### src/rtl/pong_round_controller.sv
// pong_round_controller: frame-rate pong sequencer for ball motion, serve delay, scoring and game state
module pong_round_controller #(
  parameter int SCREEN_W     = 640,
  parameter int SCREEN_H     = 480,
  parameter int BALL_HW      = 10,
  parameter int BALL_HH      = 15,
  parameter int SPEED_X      = 2,
  parameter int SPEED_Y      = 2,
  parameter int SERVE_FRAMES = 60,
  parameter int WIN_SCORE    = 5
) (
  input  logic       clk,
  input  logic       reset,
  input  logic       frame_tick,
  input  logic       start,
  input  logic [9:0] p1_left,
  input  logic [9:0] p1_right,
  input  logic [9:0] p2_left,
  input  logic [9:0] p2_right,
  input  logic [8:0] p1_top,
  input  logic [8:0] p1_bottom,
  input  logic [8:0] p2_top,
  input  logic [8:0] p2_bottom,
  input  logic [8:0] gl_top,
  input  logic [8:0] gl_bottom,
  input  logic [8:0] gr_top,
  input  logic [8:0] gr_bottom,
  output logic [9:0] ball_x,
  output logic [8:0] ball_y,
  output logic [3:0] score_p1,
  output logic [3:0] score_p2,
  output logic [2:0] winner,
  output logic       point,
  output logic [1:0] state
);
  typedef enum logic [1:0] {SERVE, PLAY, POINT, GAME_OVER} state_t;
  localparam int CW = $clog2(SERVE_FRAMES + 1);
  localparam logic [CW-1:0] CLAST = CW'(SERVE_FRAMES - 1);
  localparam logic [9:0] CX  = 10'(SCREEN_W / 2);
  localparam logic [9:0] XL  = 10'(BALL_HW);
  localparam logic [9:0] XR  = 10'(SCREEN_W - 1 - BALL_HW);
  localparam logic [9:0] XLT = 10'(BALL_HW + SPEED_X);
  localparam logic [9:0] XRT = 10'(SCREEN_W - 1 - BALL_HW - SPEED_X);
  localparam logic [9:0] SX  = 10'(SPEED_X);
  localparam logic [8:0] CY  = 9'(SCREEN_H / 2);
  localparam logic [8:0] YT  = 9'(BALL_HH);
  localparam logic [8:0] YB  = 9'(SCREEN_H - 1 - BALL_HH);
  localparam logic [8:0] YTT = 9'(BALL_HH + SPEED_Y);
  localparam logic [8:0] YBT = 9'(SCREEN_H - 1 - BALL_HH - SPEED_Y);
  localparam logic [8:0] SY  = 9'(SPEED_Y);
  localparam logic [10:0] HW = 11'(BALL_HW);
  localparam logic [9:0] HH  = 10'(BALL_HH);
  localparam logic [3:0] WS  = 4'(WIN_SCORE);
  state_t st, st_n;
  logic [9:0] x, x_n;
  logic [8:0] y, y_n;
  logic dx, dx_n, dy, dy_n, pt, pt_n;
  logic [CW-1:0] cnt, cnt_n;
  logic [3:0] s1, s1_n, s2, s2_n, sc;
  logic [2:0] win, win_n;
  logic ledge, redge, lgoal, rgoal, hit1, hit2;
  // Box edges are moved to the other side of each inequality so nothing can underflow
  function automatic logic ovl(input logic [9:0] bx, input logic [8:0] by, input logic [9:0] l, input logic [9:0] r,
                               input logic [8:0] t, input logic [8:0] b);
    return ({1'b0, bx} < {1'b0, r} + HW) && ({1'b0, bx} + HW > {1'b0, l}) &&
           ({1'b0, by} < {1'b0, b} + HH) && ({1'b0, by} + HH > {1'b0, t});
  endfunction
  assign ledge = !dx && x <= XLT;
  assign redge = dx && x >= XRT;
  assign lgoal = gl_top < y && y < gl_bottom;
  assign rgoal = gr_top < y && y < gr_bottom;
  assign hit1  = ovl(x, y, p1_left, p1_right, p1_top, p1_bottom);
  assign hit2  = ovl(x, y, p2_left, p2_right, p2_top, p2_bottom);
  assign sc    = dx ? s2 : s1;
  always_comb begin
    st_n = st;
    x_n = x;
    y_n = y;
    dx_n = dx;
    dy_n = dy;
    cnt_n = cnt;
    s1_n = s1;
    s2_n = s2;
    win_n = win;
    pt_n = 1'b0;
    case (st)
      SERVE: if (frame_tick) begin
        st_n = (cnt == CLAST) ? PLAY : SERVE;
        cnt_n = (cnt == CLAST) ? '0 : cnt + CW'(1);
      end
      PLAY: if (frame_tick) begin
        if ((ledge && lgoal) || (redge && rgoal)) begin
          st_n = POINT;
          pt_n = 1'b1;
          s1_n = (redge && s1 != WS) ? s1 + 4'd1 : s1;
          s2_n = (ledge && s2 != WS) ? s2 + 4'd1 : s2;
          x_n = CX;
          y_n = CY;
          dx_n = ledge;
          dy_n = 1'b1;
        end else begin
          if (ledge) begin
            x_n = XL;
            dx_n = 1'b1;
          end else if (redge) begin
            x_n = XR;
            dx_n = 1'b0;
          end else if (hit1 && !dx) dx_n = 1'b1;
          else if (hit2 && dx) dx_n = 1'b0;
          else x_n = dx ? x + SX : x - SX;
          if (!dy && y <= YTT) begin
            y_n = YT;
            dy_n = 1'b1;
          end else if (dy && y >= YBT) begin
            y_n = YB;
            dy_n = 1'b0;
          end else y_n = dy ? y + SY : y - SY;
        end
      end
      POINT: if (frame_tick) begin
        st_n = (sc == WS) ? GAME_OVER : SERVE;
        win_n = (sc == WS) ? (dx ? 3'd2 : 3'd1) : 3'd0;
      end
      GAME_OVER: if (start) begin
        st_n = SERVE;
        s1_n = '0;
        s2_n = '0;
        win_n = '0;
        dx_n = 1'b1;
        dy_n = 1'b1;
        cnt_n = '0;
      end
    endcase
  end
  always_ff @(posedge clk or negedge reset)
    if (!reset) begin
      st <= SERVE;
      x <= CX;
      y <= CY;
      dx <= 1'b1;
      dy <= 1'b1;
      cnt <= '0;
      s1 <= '0;
      s2 <= '0;
      win <= '0;
      pt <= 1'b0;
    end else begin
      st <= st_n;
      x <= x_n;
      y <= y_n;
      dx <= dx_n;
      dy <= dy_n;
      cnt <= cnt_n;
      s1 <= s1_n;
      s2 <= s2_n;
      win <= win_n;
      pt <= pt_n;
    end
  assign ball_x = x;
  assign ball_y = y;
  assign score_p1 = s1;
  assign score_p2 = s2;
  assign winner = win;
  assign point = pt;
  assign state = st;
endmodule

### config.mk
export PLATFORM = sky130hd
export DESIGN_NAME = pong_round_controller
export DESIGN_NICKNAME = d
export VERILOG_FILES = /design/src/rtl/pong_round_controller.sv
export SDC_FILE = /design/constraint.sdc
export NUM_CORES = 1
export LEC_CHECK = 0
export ABC_AREA = 1
export BUFFER_PORTS_ARGS = -buffer_cell sky130_fd_sc_hd__buf_4
export CAP_MARGIN = 30
export CORE_AREA = 2 2 117 119
export CTS_BUF_LIST = sky130_fd_sc_hd__clkbuf_4 sky130_fd_sc_hd__clkbuf_8
export DETAILED_ROUTE_END_ITERATION = 7
export DIE_AREA = 0 0 119 121
export PLACE_DENSITY = 0.85
export SLEW_MARGIN = 15
export SYNTH_ARGS = -nofsm -noshare
export SYNTH_HDL_FRONTEND = slang
export SYNTH_SLANG_ARGS = --single-unit
export TNS_END_PERCENT = 30
### constraint.sdc
create_clock -name clk -period 7.91 [get_ports clk]
set_input_delay 0.3955 -clock clk [delete_from_list [all_inputs] [get_ports clk]]
set_output_delay 0.3955 -clock clk [all_outputs]
set_load 0.02 [all_outputs]
==> reports/metrics.yaml <==
detailed_routing:
  drcViolationCount: 0
  dr_pass1_iterations: 7
  route.detailed.vias_per_inst: 5.31
  drt-total-wl_um: 17100
  detail_route.wl_per_cell_um: 13.3
  drt-initial-drc-count: 406
  routed-via-count: 6808
  postRouteAntennaNets: 0
die:
  io_pins: 149
  floorplan.rows: 42
  design.die.area_um2: 14400
  initial_core_util_pct: 49.4
  fp.dieW_um: 119
  die_height_um: 121
  core_area_um2: 13100
timing:
  final.min_clock_period_ps: 3330
  setup_tns_ps: 0
  finClkSkew_ps: 5.99
  max_clock_freq_mhz: 300
  report.final.hold_viol_count: 0
  timing.final.max_slew_violations: 0
  slew_headroom_pct: 51.2
  post-route-worst-setup-slack_ps: 4580
  tightestPinTransition_ps: 728
  finalCritPeriodShare_pct: 42.1
  rsz0062_at_grt: "no"
  final-setup-viol-count: 0
placed_design:
  detailedPlacementHpwl_um: 14100
  dp_slack_ps: 4620
  gpl.final_weighted_congestion: 0.912
  portBuffers: 147
logic_synthesis:
  syn-instance-count: 961
  ys_seq_area_share_pct: 15.6
  synth-warning-count: 0
  synth.area.mux_share_pct: 0
  netlist_area_um2: 6460
  synthAdderAreaFrac_pct: 25.8
  net_count_synth: 1209
  synth_top_flop_cell: "sky130_fd_sc_hd__dfrtp_1"
  synth_async_sr_flop_share_pct: 100
  synth-edff-count: 0
  synth_xor_area_share_pct: 6.37
  yosys_register_bits: 40
  synth.lib_cells_used.distinct: 42
  syn_avg_cell_area_um2: 6.72
  synth_simple_gate_area_share_pct: 30.2
  synth_compound_area_share_pct: 12.2
  synth_top_family_by_area: "simple AND/OR/NAND/NOR gates"
critical_path:
  crit_arrival_ps: 3520
  setup.worst_path.end_class: "register"
  path_class: "reg -> reg"
  worst_setup_path_startpoint: "ball_y[1]"
  critical_path.slowest_cell: "sky130_fd_sc_hd__dfrtp_1"
  cp_slowest_stage_delay_ps: 590
  most_common_cell_type_on_the_critical_path: "sky130_fd_sc_hd__nand2_1"
  crit_required_ps: 8100
  worstPathMaxFanout: 11
  timing.critical_path.cells: "inv_1 -> ha_1 -> nand2_1 -> nand2_1 -> nor2_1 -> o21a_1 -> inv_1 -> ha_1 -> nand3_1 -> nor3_1 -> o21ai_0 -> nand3_1 -> o21ai_1 -> nor2_1 -> nand3_2 -> nand3_4 -> nand2_4 -> nand2_1 -> nand2_1"
  start_kind: "register"
  launch_point_of_the_worst_reg_to_reg_path: "ball_y[1]"
clock_network:
  cts.reportedPaths.clkPinSlew_ps: 80
  cts-hold-fix-buffers: 0
  tritoncts.num_buffers: 5
  insertion_delay_ps: 290
  clock_path_buffers: 2
  tritoncts: "built"
  cts_root_buf: "sky130_fd_sc_hd__clkbuf_8"
  clock_sink_count: 40
  htree_levels: 2
  post_cts_resized: 0
  postCtsSetupRepairBufs: 0
cells_and_area:
  antennaDiodeCount: 0
  fill_cells: 1198
  final_net_count: 1354
  sequential_cell_area_um2: 1010
  postLayoutCoreUtil_pct: 60.0
  multiInputGateArea_um2: 4820
  layout_cell_share_with_drive_strength_beyond_1_pct: 17.1
  areaGrowthSynthToFinish_pct: 21.4
global_routing:
  maximum_number_of_pins_on_one_net_before_global_route_repair: 41
  global_route_wire_length_before_repair_um: 28600
  gr-usage-all-layers_pct: 23.7
  antenna_found_initial: 0
  grt_pass1_vias: 6384
  global_route.overflow_total: 0
job:
  maxCapViolCount: 0
power_and_ir_drop:
  sum_of_internal_switching_and_leakage_power_uw: 946
  pwr_density_cell_nw_per_um2: 121
  vdd_drop_max_v: 0.0000970
  power.leakage_nw: 4.42
worst_hold_path:
  hold_path_class: "in -> async"
run_status:
  run_status: "completed"
==> power by group <==
part           switching [mW]  total (mW)  internal (mW)
Combinational           0.279       0.496          0.217
Clock                  0.0726       0.170         0.0971
Sequential             0.0491       0.280          0.231
==> cell type report <==
class                      count  area share [%]
tap                          176            2.81
clock inverter                 2           0.446
multi-input combinational    758            61.4
clock buffer                   6           0.973
timing repair buffer         148            14.2
inverter                     153            7.32
sequential                    40            12.9
==> worst max-delay path, delay by kind of cell, from the launching register on <==
kind | cells | cell delay, ps
AO/OA/AOI/OAI | 3 | 340
adder cells (fa/ha/maj) | 2 | 560
buffers and inverters | 2 | 280
flip-flops | 1 | 590
AND/OR/NAND/NOR | 12 | 1450
==> state kept, by name, summed over array words and instances, names as in the netlist <==
register  flops
ball_x       10
ball_y        9
cnt           6
score_p1      4
score_p2      4
state         2
winner        2
dx            1
dy            1
point         1
==> kinds of logic (layout without fill, tap and decap cells) <==
kind of cell | count (synthesis) | in the layout
simple gates | 440 | 440
buf+inv | 163 | 309
compound gates | 138 | 138
fa+ha+maj | 132 | 132
xor+xnor | 47 | 47
flops | 40 | 40
other cells | 1 | 1
==> through the flow <==
stage / instances / instance area [µm²] / hold WS [ps]
floorplan: 961 / 6460 / 99.9
global route: 1283 / 7850 / 104
detailed placement: 1275 / 7730 / 410
finish: 1283 / 7850 / 62.7
global placement: 1275 / 7730 / 408
CTS: 1283 / 7850 / 97.1
==> synth_stat cells (all sizes together), types with 2 or more instances <==
cell       n  area (µm²)
a21o       5        37.5
fa         2        40.0
a21oi     62         310
nor3       8        40.0
clkbuf     2        7.51
buf        8        50.1
inv      152         571
o31ai      2        15.0
o211ai     9        67.6
o21a       2        15.0
o2111ai    5        43.8
a31oi      4        25.0
xnor2     12         105
nor3b      2        15.0
a211oi     5        42.5
nor2      92         358
dfstp      8         210
nand3     71         393
nand3b     8        60.1
dfrtp     32         801
nand2    219         835
nand4     35         219
nor4       2        12.5
or2        3        18.8
o21ai     41         205
xor2      35         307
ha       130        1630
==> metal layers <==
layer,up-vias,routed length [µm],GRT usage [%]
met5,-,0,0
met4,0,276,4.84
met3,29,1020,2.44
met2,220,8170,42.2
met1,3053,7640,31.2
li1,3506,-,-
==> cell usage in the layout, fill, tap and decap left out, types with 2 or more instances in the layout <==
master / Yosys / final
sky130_fd_sc_hd__a211oi_1: 4 / 4
sky130_fd_sc_hd__a21o_1: 5 / 5
sky130_fd_sc_hd__a21oi_1: 62 / 62
sky130_fd_sc_hd__a31oi_1: 4 / 4
sky130_fd_sc_hd__buf_4: 4 / 148
sky130_fd_sc_hd__clkbuf_8: 0 / 5
sky130_fd_sc_hd__dfrtp_1: 32 / 32
sky130_fd_sc_hd__dfstp_2: 8 / 8
sky130_fd_sc_hd__fa_1: 2 / 2
sky130_fd_sc_hd__ha_1: 130 / 130
sky130_fd_sc_hd__inv_1: 143 / 143
sky130_fd_sc_hd__inv_2: 9 / 9
sky130_fd_sc_hd__nand2_1: 216 / 216
sky130_fd_sc_hd__nand2_2: 2 / 2
sky130_fd_sc_hd__nand3_1: 65 / 65
sky130_fd_sc_hd__nand3_2: 5 / 5
sky130_fd_sc_hd__nand3b_1: 8 / 8
sky130_fd_sc_hd__nand4_1: 35 / 35
sky130_fd_sc_hd__nor2_1: 89 / 89
sky130_fd_sc_hd__nor2_2: 2 / 2
sky130_fd_sc_hd__nor3_1: 8 / 8
sky130_fd_sc_hd__nor3b_1: 2 / 2
sky130_fd_sc_hd__nor4_1: 2 / 2
sky130_fd_sc_hd__o2111ai_1: 5 / 5
sky130_fd_sc_hd__o211ai_1: 9 / 9
sky130_fd_sc_hd__o21a_1: 2 / 2
sky130_fd_sc_hd__o21ai_0: 37 / 37
sky130_fd_sc_hd__o21ai_1: 4 / 4
sky130_fd_sc_hd__o31ai_1: 2 / 2
sky130_fd_sc_hd__or2_2: 3 / 3
sky130_fd_sc_hd__xnor2_1: 12 / 12
sky130_fd_sc_hd__xor2_1: 35 / 35
==> final timing paths <==
check / depth (start not counted) / end / slack [ps]
setup / recovery: 19 / ball_x[5] / 4580
hold / removal: 1 / score_p1[2] / 60
setup reg to reg: 19 / ball_x[5] / 4580
hold reg to reg: 2 / dy / 510
max in group asynchronous: 1 / ball_y[7] / 7470
min in group clk: 3 / winner[1] / 430
Note: power is estimated with default switching activity, not from simulation.
